--- src/rtl/sdrc_bank_req_q.sv ---
`default_nettype none
// ============================================================================
//  Module   : sdrc_bank_req_q
//  Brief    : In-order chunk queue between request generator and bank FSM;
//             arb_ok advertises room for a full two-chunk page-split request.
//  Revision : 1.0  initial release
// ============================================================================
module sdrc_bank_req_q #(
    parameter int SDR_REQ_ID_W = 4,
    parameter int REQ_BW       = 12,
    parameter int DEPTH        = 4,
    parameter int AW           = 2
) (
    input  logic                    clk,
    input  logic                    reset_n,
    input  logic                    r2b_req,
    input  logic [SDR_REQ_ID_W-1:0] r2b_req_id,
    input  logic                    r2b_start,
    input  logic                    r2b_last,
    input  logic                    r2b_wrap,
    input  logic                    r2b_write,
    input  logic [1:0]              r2b_ba,
    input  logic [11:0]             r2b_raddr,
    input  logic [11:0]             r2b_caddr,
    input  logic [REQ_BW-1:0]       r2b_len,
    output logic                    b2r_ack,
    output logic                    b2r_arb_ok,
    output logic                    q_valid,
    input  logic                    q_ready,
    output logic [SDR_REQ_ID_W-1:0] q_req_id,
    output logic                    q_start,
    output logic                    q_last,
    output logic                    q_wrap,
    output logic                    q_write,
    output logic [1:0]              q_ba,
    output logic [11:0]             q_raddr,
    output logic [11:0]             q_caddr,
    output logic [REQ_BW-1:0]       q_len,
    output logic [AW:0]             q_count
);

    localparam int            C_EW       = SDR_REQ_ID_W + 4 + 2 + 12 + 12 + REQ_BW;
    localparam logic [AW:0]   C_DEPTH    = (AW + 1)'(DEPTH);
    localparam logic [AW:0]   C_ARB_MAX  = (AW + 1)'(DEPTH - 2);

    logic [C_EW-1:0] r_mem [DEPTH];
    logic [AW-1:0]   r_wr_ptr;
    logic [AW-1:0]   r_rd_ptr;
    logic [AW:0]     r_count;

    logic            w_full;
    logic            w_pop;
    logic            w_push;
    logic [C_EW-1:0] w_wr_entry;
    logic [C_EW-1:0] w_head;
    logic [AW:0]     w_count_nxt;

    assign w_full  = (r_count == C_DEPTH);
    assign q_valid = (r_count != '0);
    assign w_pop   = q_valid & q_ready;
    // A full queue can still accept when the head leaves in the same cycle.
    assign b2r_ack = r2b_req & (~w_full | w_pop);
    assign w_push  = b2r_ack;

    assign b2r_arb_ok = (r_count <= C_ARB_MAX);
    assign q_count    = r_count;

    assign w_wr_entry = {r2b_req_id, r2b_start, r2b_last, r2b_wrap, r2b_write,
                         r2b_ba, r2b_raddr, r2b_caddr, r2b_len};

    assign w_head = r_mem[r_rd_ptr];
    assign {q_req_id, q_start, q_last, q_wrap, q_write,
            q_ba, q_raddr, q_caddr, q_len} = w_head;

    always_comb begin
        w_count_nxt = r_count;
        if (w_push && !w_pop) begin
            w_count_nxt = r_count + 1'b1;
        end else if (w_pop && !w_push) begin
            w_count_nxt = r_count - 1'b1;
        end
    end

    always_ff @(posedge clk or negedge reset_n) begin
        if (!reset_n) begin
            r_wr_ptr <= '0;
            r_rd_ptr <= '0;
            r_count  <= '0;
        end else begin
            if (w_push) r_wr_ptr <= r_wr_ptr + 1'b1;
            if (w_pop)  r_rd_ptr <= r_rd_ptr + 1'b1;
            r_count <= w_count_nxt;
        end
    end

    // Storage is cleared on reset so the head reads as zero until first push.
    always_ff @(posedge clk or negedge reset_n) begin
        if (!reset_n) begin
            for (int i = 0; i < DEPTH; i++) begin
                r_mem[i] <= '0;
            end
        end else if (w_push) begin
            r_mem[r_wr_ptr] <= w_wr_entry;
        end
    end

endmodule
`default_nettype wire

--- config.mk ---
export PLATFORM = sky130hd
export DESIGN_NAME = sdrc_bank_req_q
export DESIGN_NICKNAME = d
export VERILOG_FILES = /design/src/rtl/sdrc_bank_req_q.sv
export SDC_FILE = /design/constraint.sdc
export NUM_CORES = 1
export LEC_CHECK = 0
export BUFFER_PORTS_ARGS = -buffer_cell sky130_fd_sc_hd__buf_4
export CORE_MARGIN = 4
export CORE_UTILIZATION = 45
export CTS_CLUSTER_DIAMETER = 60
export CTS_CLUSTER_SIZE = 30
export DETAILED_ROUTE_END_ITERATION = 12
export GPL_TIMING_DRIVEN = 0
export PLACE_DENSITY = 0.67
export SLEW_MARGIN = 20
export SYNTH_ARGS = -nofsm -noshare
export SYNTH_HDL_FRONTEND = slang
export SYNTH_SLANG_ARGS = --single-unit
--- constraint.sdc ---
create_clock -name clk -period 4.5 [get_ports clk]
set_input_delay 0.675 -clock clk [delete_from_list [all_inputs] [get_ports clk]]
set_output_delay 0.675 -clock clk [all_outputs]
set_load 0.02 [all_outputs]
# Word-level counts from Yosys, hierarchy flattened
# Cells that the tools add are included.
# Widths: inputs -> output; s select.
[totals] ff_bits=191 latch_bits=0 mem_bits_rw=0 romBits=0 inputBits=50 word_cells=37 mem_count=0
[op_classes] addsub=4 mul=0 div=0 order_cmp=4 n_eq_ne=1 shifts=0 muxes=8 n_bitwise=6 n_reduce_logical=7
[op_table] cell="$bwmux 184" n=1
[op_table] cell="$mux 46" n=3
[op_table] cell="$bmux 46 s2" n=1
[op_table] cell="$demux 46 s2" n=1
[op_table] cell="$ge 3x3->1 const B" n=2
[op_table] cell="$mux 3" n=2
[op_table] cell="$not 2->3" n=2
[op_table] cell="$add 2x1->2 const B" n=2
[op_table] cell="$add 3x1->3 const B" n=1
[op_table] cell="$eq 3x3->1 const B" n=1
[op_table] cell="$le 3x2->1 const B" n=1
[op_table] cell="$logic_and 1x1->1" n=3
[op_table] cell="$lt 3x1->1 const B" n=1
[op_table] cell="$reduce_bool 3->1" n=1
[op_table] cell="$sub 3x1->3 const B" n=1
[op_table] cell="$and 1x1->1" n=2
[op_table] cell="$logic_not 1->1" n=2
[op_table] cell="$reduce_bool 2->1" n=1
[op_table] cell="$not 1->1" n=1
[op_table] cell="$or 1x1->1" n=1

# Depth between registers and ports, before layout
# Gate-level depths: netlist (run 1).
[logic_depth] word_depth=8 depth_mapped=9 ltp_nobuf=9

# Least setup slack after synthesis (run 1)
# OpenSTA, ideal clock, no wires.
[synth_timing] path_type="in2reg" startpoint="input port q_ready" endpoint="register r_count[1], in the netlist q_count[1]" setup_ns=0.125 t_arrival_ns=2.377 slack_ns=1.999 path_stages=7 cell_sequence="or4b_4 -> nand2_1 -> inv_1 -> ha_1 -> inv_1 -> fa_1 -> mux2_2"
[synth_via] word_cells_on_any_way=9 cone_classes="mux (1); bitwise (3); reduce/logical (5)"
[synth_rtl] item="start: declaration" line_no="29" source="input logic q_ready,"
[synth_rtl] item="$and 1x1->1" line_no="60" source="assign w_pop = q_valid & q_ready;"
[synth_rtl] item="$or 1x1->1" line_no="62" source="assign b2r_ack = r2b_req & (~w_full | w_pop);"
[synth_rtl] item="$and 1x1->1" line_no="62"
[synth_rtl] item="net b2r_ack" line_no="26" source="output logic b2r_ack,"
[synth_rtl] item="$logic_and 1x1->1" line_no="77" source="if (w_push && !w_pop) begin"
[synth_rtl] item="$mux 3" line_no="77"
[synth_rtl] item="net w_count_nxt[1]" line_no="56" source="logic [AW:0] w_count_nxt;"
[synth_rtl] item="end signal: assignment" line_no="92" source="r_count <= w_count_nxt;"
[synth_rtl] item="end: declaration" line_no="49" source="logic [AW:0] r_count;"
# The timed path passes the listed nets, and every way through them passes these cells.
# A chain may end at the register's enable or synchronous reset.

# Final worst setup path (run 1)
[layout_timing] startpoint="register r_rd_ptr[1]" endpoint="output port q_len[6]"
[layout_via] elab_chain_cells=4
[layout_lines] item="start: declaration" line_no="48" source="logic [AW-1:0] r_rd_ptr;"
[layout_lines] item="start signal: assignment" line_no="91" source="if (w_pop) r_rd_ptr <= r_rd_ptr + 1'b1;"
[layout_lines] item="$not 2->3 (implied by the code)" line_no="71" source="assign w_head = r_mem[r_rd_ptr];"
[layout_lines] item="$bmux 46 s2" line_no="71"
[layout_lines] item="$mux 46 (implied by the code) (2 in a row)" line_no="71"
[layout_lines] item="end: declaration" line_no="38" source="output logic [REQ_BW-1:0] q_len,"
# No other way between the ends. The select of a mux whose other input is x is not followed.

==> results of run 1 <==
-- Yosys cell counts, types with 2 or more instances --
| library cell | instances |
|---|---|
| mux2_2 | 8 |
| buf_2 | 3 |
| mux4_2 | 46 |
| xnor2_1 | 4 |
| dfrtp_1 | 191 |
| buf_12 | 16 |
| xor2_1 | 2 |
| buf_1 | 4 |
| mux2_4 | 160 |
| buf_6 | 4 |
| inv_1 | 4 |
| clkbuf_1 | 3 |
| mux2_1 | 18 |
| ha_1 | 5 |
| nand2_1 | 2 |
| and3_4 | 4 |
-- report_power, final --
| group | internal [mW] | leakage [nW] | switching [mW] |
|---|---|---|---|
| registers | 2.61 | 2.26 | 0.511 |
| logic | 2.76 | 2.34 | 1.88 |
| clock network | 0.873 | 0.289 | 0.657 |
| total | 6.25 | 4.89 | 3.04 |
-- through the flow --
stage	worst slack, ps	power, mW
2_1_floorplan	2000	6.41
3_3_place_gp	1650	7.67
3_5_place_dp	1620	7.83
4_1_cts	1150	9.42
5_1_grt	1080	9.79
6_report	1230	9.29
-- layer usage --
| metal | vias up | track usage, % |
|---|---|---|
| met2 | 82 | 27.9 |
| met1 | 2505 | 23.8 |
| met3 | 13 | 4.61 |
| met4 | 0 | 4.08 |
| li1 | 2015 | - |
| met5 | - | 0 |
-- worst paths after layout --
path,start,end,slack [ps],depth (start not counted)
max in group asynchronous,reset_n,r_mem[157]$_DFFE_PN0P_,3330,2
setup / recovery,r_rd_ptr[1]$_DFFE_PN0P_,q_len[6],1230,4
setup reg to reg,q_count[0]$_DFFE_PN0P_,q_count[1]$_DFFE_PN0P_,2040,7
hold / removal,reset_n,r_mem[81]$_DFFE_PN0P_,270,1
min in group clk,r_mem[141]$_DFFE_PN0P_,r_mem[141]$_DFFE_PN0P_,480,1
hold reg to reg,r_mem[141]$_DFFE_PN0P_,r_mem[141]$_DFFE_PN0P_,480,1
-- registers in the layout, summed over array words and instances (netlist names) --
| name | cells |
|---|---|
| q_count | 3 |
| r_mem | 184 |
| r_rd_ptr | 2 |
| r_wr_ptr | 2 |
-- final cells by class --
| class | instances | share of cell area [%] |
|---|---|---|
| well taps | 265 | 3.05 |
| inverters | 4 | 0.138 |
| clock inverters | 14 | 1.52 |
| multi-input cells | 255 | 36.4 |
| flip-flops and latches | 191 | 44.0 |
| plain buffers | 30 | 3.75 |
| clock buffers | 17 | 3.91 |
| repair buffers | 102 | 7.30 |
-- logic make-up after synthesis --
group | Yosys count
AO/OA/AOI/OAI | 1
XOR/XNOR | 6
adder cells (fa/ha/maj) | 6
buffers and inverters | 34
flip-flops | 191
multiplexers | 232
AND/OR/NAND/NOR | 10
-- layout by cell type (no fill, tap or decap), drive strengths merged --
| cell type | Yosys | final |
|---|---|---|
| a21oi | 1 | 1 |
| and3 | 4 | 4 |
| buf | 27 | 128 |
| bufinv | 0 | 3 |
| clkbuf | 3 | 21 |
| clkinv | 0 | 6 |
| clkinvlp | 0 | 2 |
| dfrtp | 191 | 191 |
| fa | 1 | 1 |
| ha | 5 | 5 |
| inv | 4 | 7 |
| mux2 | 186 | 186 |
| mux4 | 46 | 46 |
| nand2 | 2 | 2 |
| nand3 | 1 | 1 |
| nor2 | 1 | 1 |
| or3 | 1 | 1 |
| or4b | 1 | 1 |
| xnor2 | 4 | 4 |
| xor2 | 2 | 2 |
==> run_summary.xml, run 1 <==
<?xml version="1.0" encoding="UTF-8"?>
<metrics>
  <group name="logic_synthesis">
    <metric name="synth.lib_cells_used.distinct" unit="">22</metric>
    <metric name="synth_xor_area_share" unit="%">0.574</metric>
    <metric name="area_fraction_in_and_or_nand_and_nor_cells_after_synthesis" unit="%">0.888</metric>
    <metric name="postSynth.topFlopCell" unit="">dfrtp_1</metric>
    <metric name="async_reset_ff_share" unit="%">100</metric>
    <metric name="synth.area.mux_share" unit="%">40.8</metric>
    <metric name="synth.ff_latch_count" unit="">191</metric>
    <metric name="post_synth_instance_area" unit="um^2">9150</metric>
    <metric name="synth_compound_gate_area_share" unit="%">0.0547</metric>
    <metric name="synth_sequential_area_ratio" unit="%">52.2</metric>
    <metric name="synth_top_family_by_area" unit="">multiplexers</metric>
    <metric name="number_of_synthesized_flops_with_an_enable_pin" unit="">0</metric>
    <metric name="synth.avg_cell_area" unit="um^2">19.1</metric>
    <metric name="synth_warnings" unit="">0</metric>
    <metric name="synth_top_area_cell" unit="">dfrtp_1</metric>
    <metric name="synth_nets" unit="">536</metric>
    <metric name="synth_area_leaders" unit="">dfrtp_1 52%, mux2_4 26%, mux4_2 11%</metric>
    <metric name="synth.top_cell.area_share" unit="%">52.2</metric>
    <metric name="yosys.area_share.adder" unit="%">0.902</metric>
    <metric name="synth_cells" unit="">480</metric>
  </group>
  <group name="sta">
    <metric name="timing_max_transition_violations_final" unit="">0</metric>
    <metric name="max-slew-margin-rel" unit="%">35.8</metric>
    <metric name="grt_setup_unrepaired" unit="">false</metric>
    <metric name="max_slew.worst_pin.slew" unit="ps">962</metric>
    <metric name="setup_violating_endpoint_count_in_the_final_report" unit="">0</metric>
    <metric name="min_period_over_period" unit="%">72.6</metric>
    <metric name="setup_tns" unit="ps">0</metric>
    <metric name="fin_skew" unit="ps">9.00</metric>
    <metric name="final-hold-violation-count" unit="">0</metric>
    <metric name="finalCriticalPeriod" unit="ps">3270</metric>
    <metric name="fmax" unit="GHz">0.306</metric>
    <metric name="fin_worst_hold_slack" unit="ps">267</metric>
  </group>
  <group name="floorplanning">
    <metric name="height_of_the_chip" unit="um">151</metric>
    <metric name="fp-row-count" unit="">51</metric>
    <metric name="die-area" unit="um^2">22700</metric>
    <metric name="dieWidth" unit="um">151</metric>
    <metric name="fp.coreArea" unit="um^2">19700</metric>
    <metric name="initial_core_util" unit="%">46.4</metric>
    <metric name="boundaryPins" unit="">102</metric>
  </group>
  <group name="outcome">
    <metric name="outcome" unit="">finished, final reports clean</metric>
  </group>
  <group name="power">
    <metric name="pwr_density_cell" unit="nW/um^2">855</metric>
    <metric name="p_leak" unit="nW">4.89</metric>
    <metric name="ir_worst_vdd" unit="uV">446</metric>
  </group>
  <group name="worst_hold_path">
    <metric name="hp-class" unit="">input port to asynchronous set/reset pin</metric>
  </group>
  <group name="clock_network">
    <metric name="cts_tree" unit="">yes</metric>
    <metric name="cts.hold.buffers_added" unit="">0</metric>
    <metric name="cts.root.buffer_cell" unit="">clkbuf_16</metric>
    <metric name="postCtsSetupBuffers" unit="">0</metric>
    <metric name="tritoncts.num_buffers" unit="">17</metric>
    <metric name="clock_path_buffers" unit="">2</metric>
    <metric name="post_cts_resized" unit="">0</metric>
    <metric name="worst_skew_pair.late_latency" unit="ps">430</metric>
    <metric name="clkSinkCount" unit="">191</metric>
    <metric name="htree_num_levels" unit="">4</metric>
    <metric name="clkSlewWorstSetupHoldPaths" unit="ps">70</metric>
  </group>
  <group name="route">
    <metric name="detailroute.via_count" unit="">4615</metric>
    <metric name="routed_length_on_met1" unit="um">8510</metric>
    <metric name="wl_met2" unit="um">9080</metric>
    <metric name="routed.top_layer" unit="">met4</metric>
    <metric name="post-route-drc-count" unit="">0</metric>
    <metric name="final_antenna_net_count" unit="">0</metric>
    <metric name="detail_route.wl_per_cell" unit="um">21.2</metric>
    <metric name="viasPerCell" unit="">5.26</metric>
    <metric name="drt-total-wl" unit="um">18600</metric>
    <metric name="drt_pre_antenna_iters" unit="">5</metric>
    <metric name="routed-wl-met3" unit="um">888</metric>
    <metric name="drt_iter0_drc" unit="">300</metric>
  </group>
  <group name="setup_path">
    <metric name="cp_slowest_stage_delay" unit="ps">660</metric>
    <metric name="worst_ep_arrival_time" unit="ps">2590</metric>
    <metric name="critical_path.slowest_cell" unit="">buf_1</metric>
    <metric name="timing.critical_path.fanout_max" unit="">10</metric>
    <metric name="worst_setup_path_start_kind" unit="">register</metric>
    <metric name="critical_path_required" unit="ps">3830</metric>
    <metric name="path_class" unit="">register to primary output</metric>
    <metric name="cpLargestDelayFamily" unit="">buffers and inverters</metric>
    <metric name="setup.worst_path.end_class" unit="">primary output</metric>
    <metric name="critPathBufInv" unit="">3</metric>
    <metric name="cp_cell_sequence" unit="">clkbuf_1 &gt; buf_1 &gt; mux4_2 &gt; buf_4</metric>
  </group>
  <group name="placed_design">
    <metric name="hpwl" unit="um">12200</metric>
    <metric name="instance_area_after_placement" unit="um^2">10300</metric>
    <metric name="place_congestion" unit="">0.743</metric>
    <metric name="port-buffer-count" unit="">101</metric>
    <metric name="place.detailed.instances" unit="">847</metric>
  </group>
  <group name="grt">
    <metric name="overflow" unit="">0</metric>
    <metric name="largest_net_degree_at_the_start_of_global_routing" unit="">99</metric>
    <metric name="gr-usage-all-layers" unit="%">17.4</metric>
    <metric name="grt_pass1_vias" unit="">5282</metric>
    <metric name="grt_antenna_before_repair" unit="">0</metric>
    <metric name="grt_pass1_wl" unit="um">30000</metric>
  </group>
  <group name="cells_and_area">
    <metric name="final_layout_size_suffix_gt1_share" unit="%">61.3</metric>
    <metric name="finish.utilization" unit="%">55.1</metric>
    <metric name="stdcell_count" unit="">878</metric>
    <metric name="multi_input_area" unit="um^2">3950</metric>
    <metric name="antennaDiodeCount" unit="">0</metric>
    <metric name="fillCellCount" unit="">1520</metric>
    <metric name="post-route-cell-area" unit="um^2">10900</metric>
    <metric name="layout-area-overhead-vs-synth" unit="%">18.8</metric>
    <metric name="finish.net_count" unit="">657</metric>
    <metric name="seqCellArea" unit="um^2">4780</metric>
  </group>
  <group name="job">
    <metric name="cap_violations" unit="">0</metric>
  </group>
</metrics>
Note: power is estimated with default switching activity, not from simulation.
==> inputs of run 2 (changes only) <==
==> constraint.sdc (replaced) <==
create_clock -name clk -period 3.1 [get_ports clk]
set_input_delay 0.465 -clock clk [delete_from_list [all_inputs] [get_ports clk]]
set_output_delay 0.465 -clock clk [all_outputs]
set_load 0.02 [all_outputs]
==> run_summary.xml, run 2 (synthesis results as in run 1) <==
<?xml version="1.0" encoding="UTF-8"?>
<metrics>
  <group name="outcome">
    <metric name="outcome" unit="">finished, final reports clean</metric>
  </group>
  <group name="route">
    <metric name="post-route-drc-count" unit="">0</metric>
    <metric name="viasPerCell" unit="">5.24</metric>
    <metric name="drt_pre_antenna_iters" unit="">4</metric>
    <metric name="detailroute.via_count" unit="">4603</metric>
    <metric name="drt_iter0_drc" unit="">297</metric>
    <metric name="detail_route.wl_per_cell" unit="um">21.3</metric>
    <metric name="drt-total-wl" unit="um">18700</metric>
    <metric name="final_antenna_net_count" unit="">0</metric>
  </group>
  <group name="clock_network">
    <metric name="htree_num_levels" unit="">4</metric>
    <metric name="cts.hold.buffers_added" unit="">0</metric>
    <metric name="clock_path_buffers" unit="">2</metric>
    <metric name="clkSlewWorstSetupHoldPaths" unit="ps">70</metric>
    <metric name="clkSinkCount" unit="">191</metric>
    <metric name="tritoncts.num_buffers" unit="">17</metric>
    <metric name="cts_tree" unit="">yes</metric>
    <metric name="cts.root.buffer_cell" unit="">clkbuf_16</metric>
    <metric name="worst_skew_pair.late_latency" unit="ps">430</metric>
    <metric name="postCtsSetupBuffers" unit="">0</metric>
  </group>
  <group name="floorplanning">
    <metric name="dieWidth" unit="um">151</metric>
    <metric name="fp.coreArea" unit="um^2">19700</metric>
    <metric name="boundaryPins" unit="">102</metric>
    <metric name="die-area" unit="um^2">22700</metric>
    <metric name="fp-row-count" unit="">51</metric>
    <metric name="height_of_the_chip" unit="um">151</metric>
    <metric name="initial_core_util" unit="%">46.4</metric>
  </group>
  <group name="setup_path">
    <metric name="setup.worst_path.end_class" unit="">primary output</metric>
    <metric name="critical_path_required" unit="ps">2630</metric>
    <metric name="worst_ep_arrival_time" unit="ps">2340</metric>
    <metric name="timing.critical_path.fanout_max" unit="">10</metric>
    <metric name="path_class" unit="">register to primary output</metric>
    <metric name="setup_slack_on_the_worst_flop_to_flop_path" unit="ps">630</metric>
    <metric name="worst_setup_path_start_kind" unit="">register</metric>
  </group>
  <group name="grt">
    <metric name="gr-usage-all-layers" unit="%">17.4</metric>
    <metric name="overflow" unit="">0</metric>
    <metric name="grt_pass1_wl" unit="um">30000</metric>
    <metric name="grt_pass1_vias" unit="">5282</metric>
    <metric name="grt_antenna_before_repair" unit="">0</metric>
    <metric name="largest_net_degree_at_the_start_of_global_routing" unit="">99</metric>
  </group>
  <group name="sta">
    <metric name="max_slew.worst_pin.slew" unit="ps">971</metric>
    <metric name="fin_worst_hold_slack" unit="ps">58.2</metric>
    <metric name="grt_setup_unrepaired" unit="">false</metric>
    <metric name="min_period_over_period" unit="%">90.4</metric>
    <metric name="fmax" unit="GHz">0.357</metric>
    <metric name="final-hold-violation-count" unit="">0</metric>
    <metric name="setup_violating_endpoint_count_in_the_final_report" unit="">0</metric>
    <metric name="setup_tns" unit="ps">0</metric>
    <metric name="finalCriticalPeriod" unit="ps">2800</metric>
    <metric name="fin_skew" unit="ps">9.92</metric>
    <metric name="timing_max_transition_violations_final" unit="">0</metric>
    <metric name="max-slew-margin-rel" unit="%">35.3</metric>
    <metric name="post-route-worst-setup-slack" unit="ps">296</metric>
  </group>
  <group name="placed_design">
    <metric name="place.detailed.instances" unit="">847</metric>
    <metric name="instance_area_after_placement" unit="um^2">10300</metric>
    <metric name="port-buffer-count" unit="">101</metric>
    <metric name="hpwl" unit="um">12200</metric>
    <metric name="post-place-ws" unit="ps">435</metric>
    <metric name="place_congestion" unit="">0.743</metric>
  </group>
  <group name="power">
    <metric name="ir_worst_vdd" unit="uV">648</metric>
    <metric name="p_leak" unit="nW">4.90</metric>
    <metric name="pwr_density_cell" unit="nW/um^2">1240</metric>
  </group>
  <group name="job">
    <metric name="cap_violations" unit="">0</metric>
  </group>
  <group name="worst_hold_path">
    <metric name="hp-class" unit="">input port to asynchronous set/reset pin</metric>
  </group>
  <group name="cells_and_area">
    <metric name="antennaDiodeCount" unit="">0</metric>
    <metric name="final_layout_size_suffix_gt1_share" unit="%">61.8</metric>
    <metric name="fillCellCount" unit="">1519</metric>
    <metric name="layout-area-overhead-vs-synth" unit="%">18.8</metric>
    <metric name="largest_register" unit="">r_mem</metric>
    <metric name="largest_register_ff_count" unit="">184</metric>
    <metric name="most_common_cell_after_layout_fill_and_taps_aside" unit="">dfrtp_1</metric>
    <metric name="finish.net_count" unit="">657</metric>
    <metric name="stdcell_count" unit="">878</metric>
    <metric name="post-route-cell-area" unit="um^2">10900</metric>
    <metric name="commonest_cells_after_routing_fill_and_taps_aside" unit="">191 x dfrtp_1, 160 x mux2_4, 100 x buf_4</metric>
  </group>
</metrics>
run 2: routing by layer:
layer  part of all wire [%]  global-route usage, %  wire [um]  vias to the layer above
li1                       -                      -          -                     2016
met1                     46                   23.8       8540                     2493
met2                     49                   27.9       9090                       82
met3                    4.7                   4.61        876                       12
met4                   0.93                   4.08        174                        0
met5                      0                      0          0                        -
run 2: power breakdown:
part	switching (mW)	internal (mW)	leakage (nW)	total, mW
logic	2.72	4.01	2.34	6.74
clock network	0.956	1.27	0.289	2.22
registers	0.742	3.79	2.26	4.53
total	4.42	9.07	4.90	13.5
run 2: what timing repair did:
item                       4_1_cts  5_1_grt
setup endpoints to repair       10       20
resized for setup                1        3
hold endpoints to repair         0        0
cloned                           0        0
run 2: area by class of cell:
class / count / area (um^2) / share of cell area (%)
clock buffer: 17 / 425 / 3.91
inverter: 4 / 15.0 / 0.138
timing repair buffer: 102 / 793 / 7.29
tap: 265 / 332 / 3.05
buffer: 30 / 412 / 3.79
clock inverter: 14 / 165 / 1.52
multi-input combinational: 255 / 3950 / 36.3
sequential: 191 / 4780 / 44.0
run 2: metrics by stage:
step / util, % / power, mW
after detailed placement: 52.1 / 11.4
after CTS: 55.1 / 13.7
final: 55.1 / 13.5
after global placement: 52.0 / 11.1
after global routing: 55.1 / 14.2
after floorplan: - / 9.30
run 2: worst max-delay path, stage by stage (launching register included):
cell and delay, ps:
dfrtp_1 360, buf_2 350, buf_2 430, mux4_2 590, buf_4 180
run 2: worst paths after layout:
check / start / end / cells after the start
min: reset_n / r_mem[81]$_DFFE_PN0P_ / 1
max reg2reg: q_count[0]$_DFFE_PN0P_ / q_count[1]$_DFFE_PN0P_ / 7
max: r_rd_ptr[0]$_DFFE_PN0P_ / q_caddr[5] / 4
max in group asynchronous: reset_n / r_mem[157]$_DFFE_PN0P_ / 2
min reg2reg: r_mem[141]$_DFFE_PN0P_ / r_mem[141]$_DFFE_PN0P_ / 1
min in group clk: r2b_len[4] / r_mem[142]$_DFFE_PN0P_ / 2
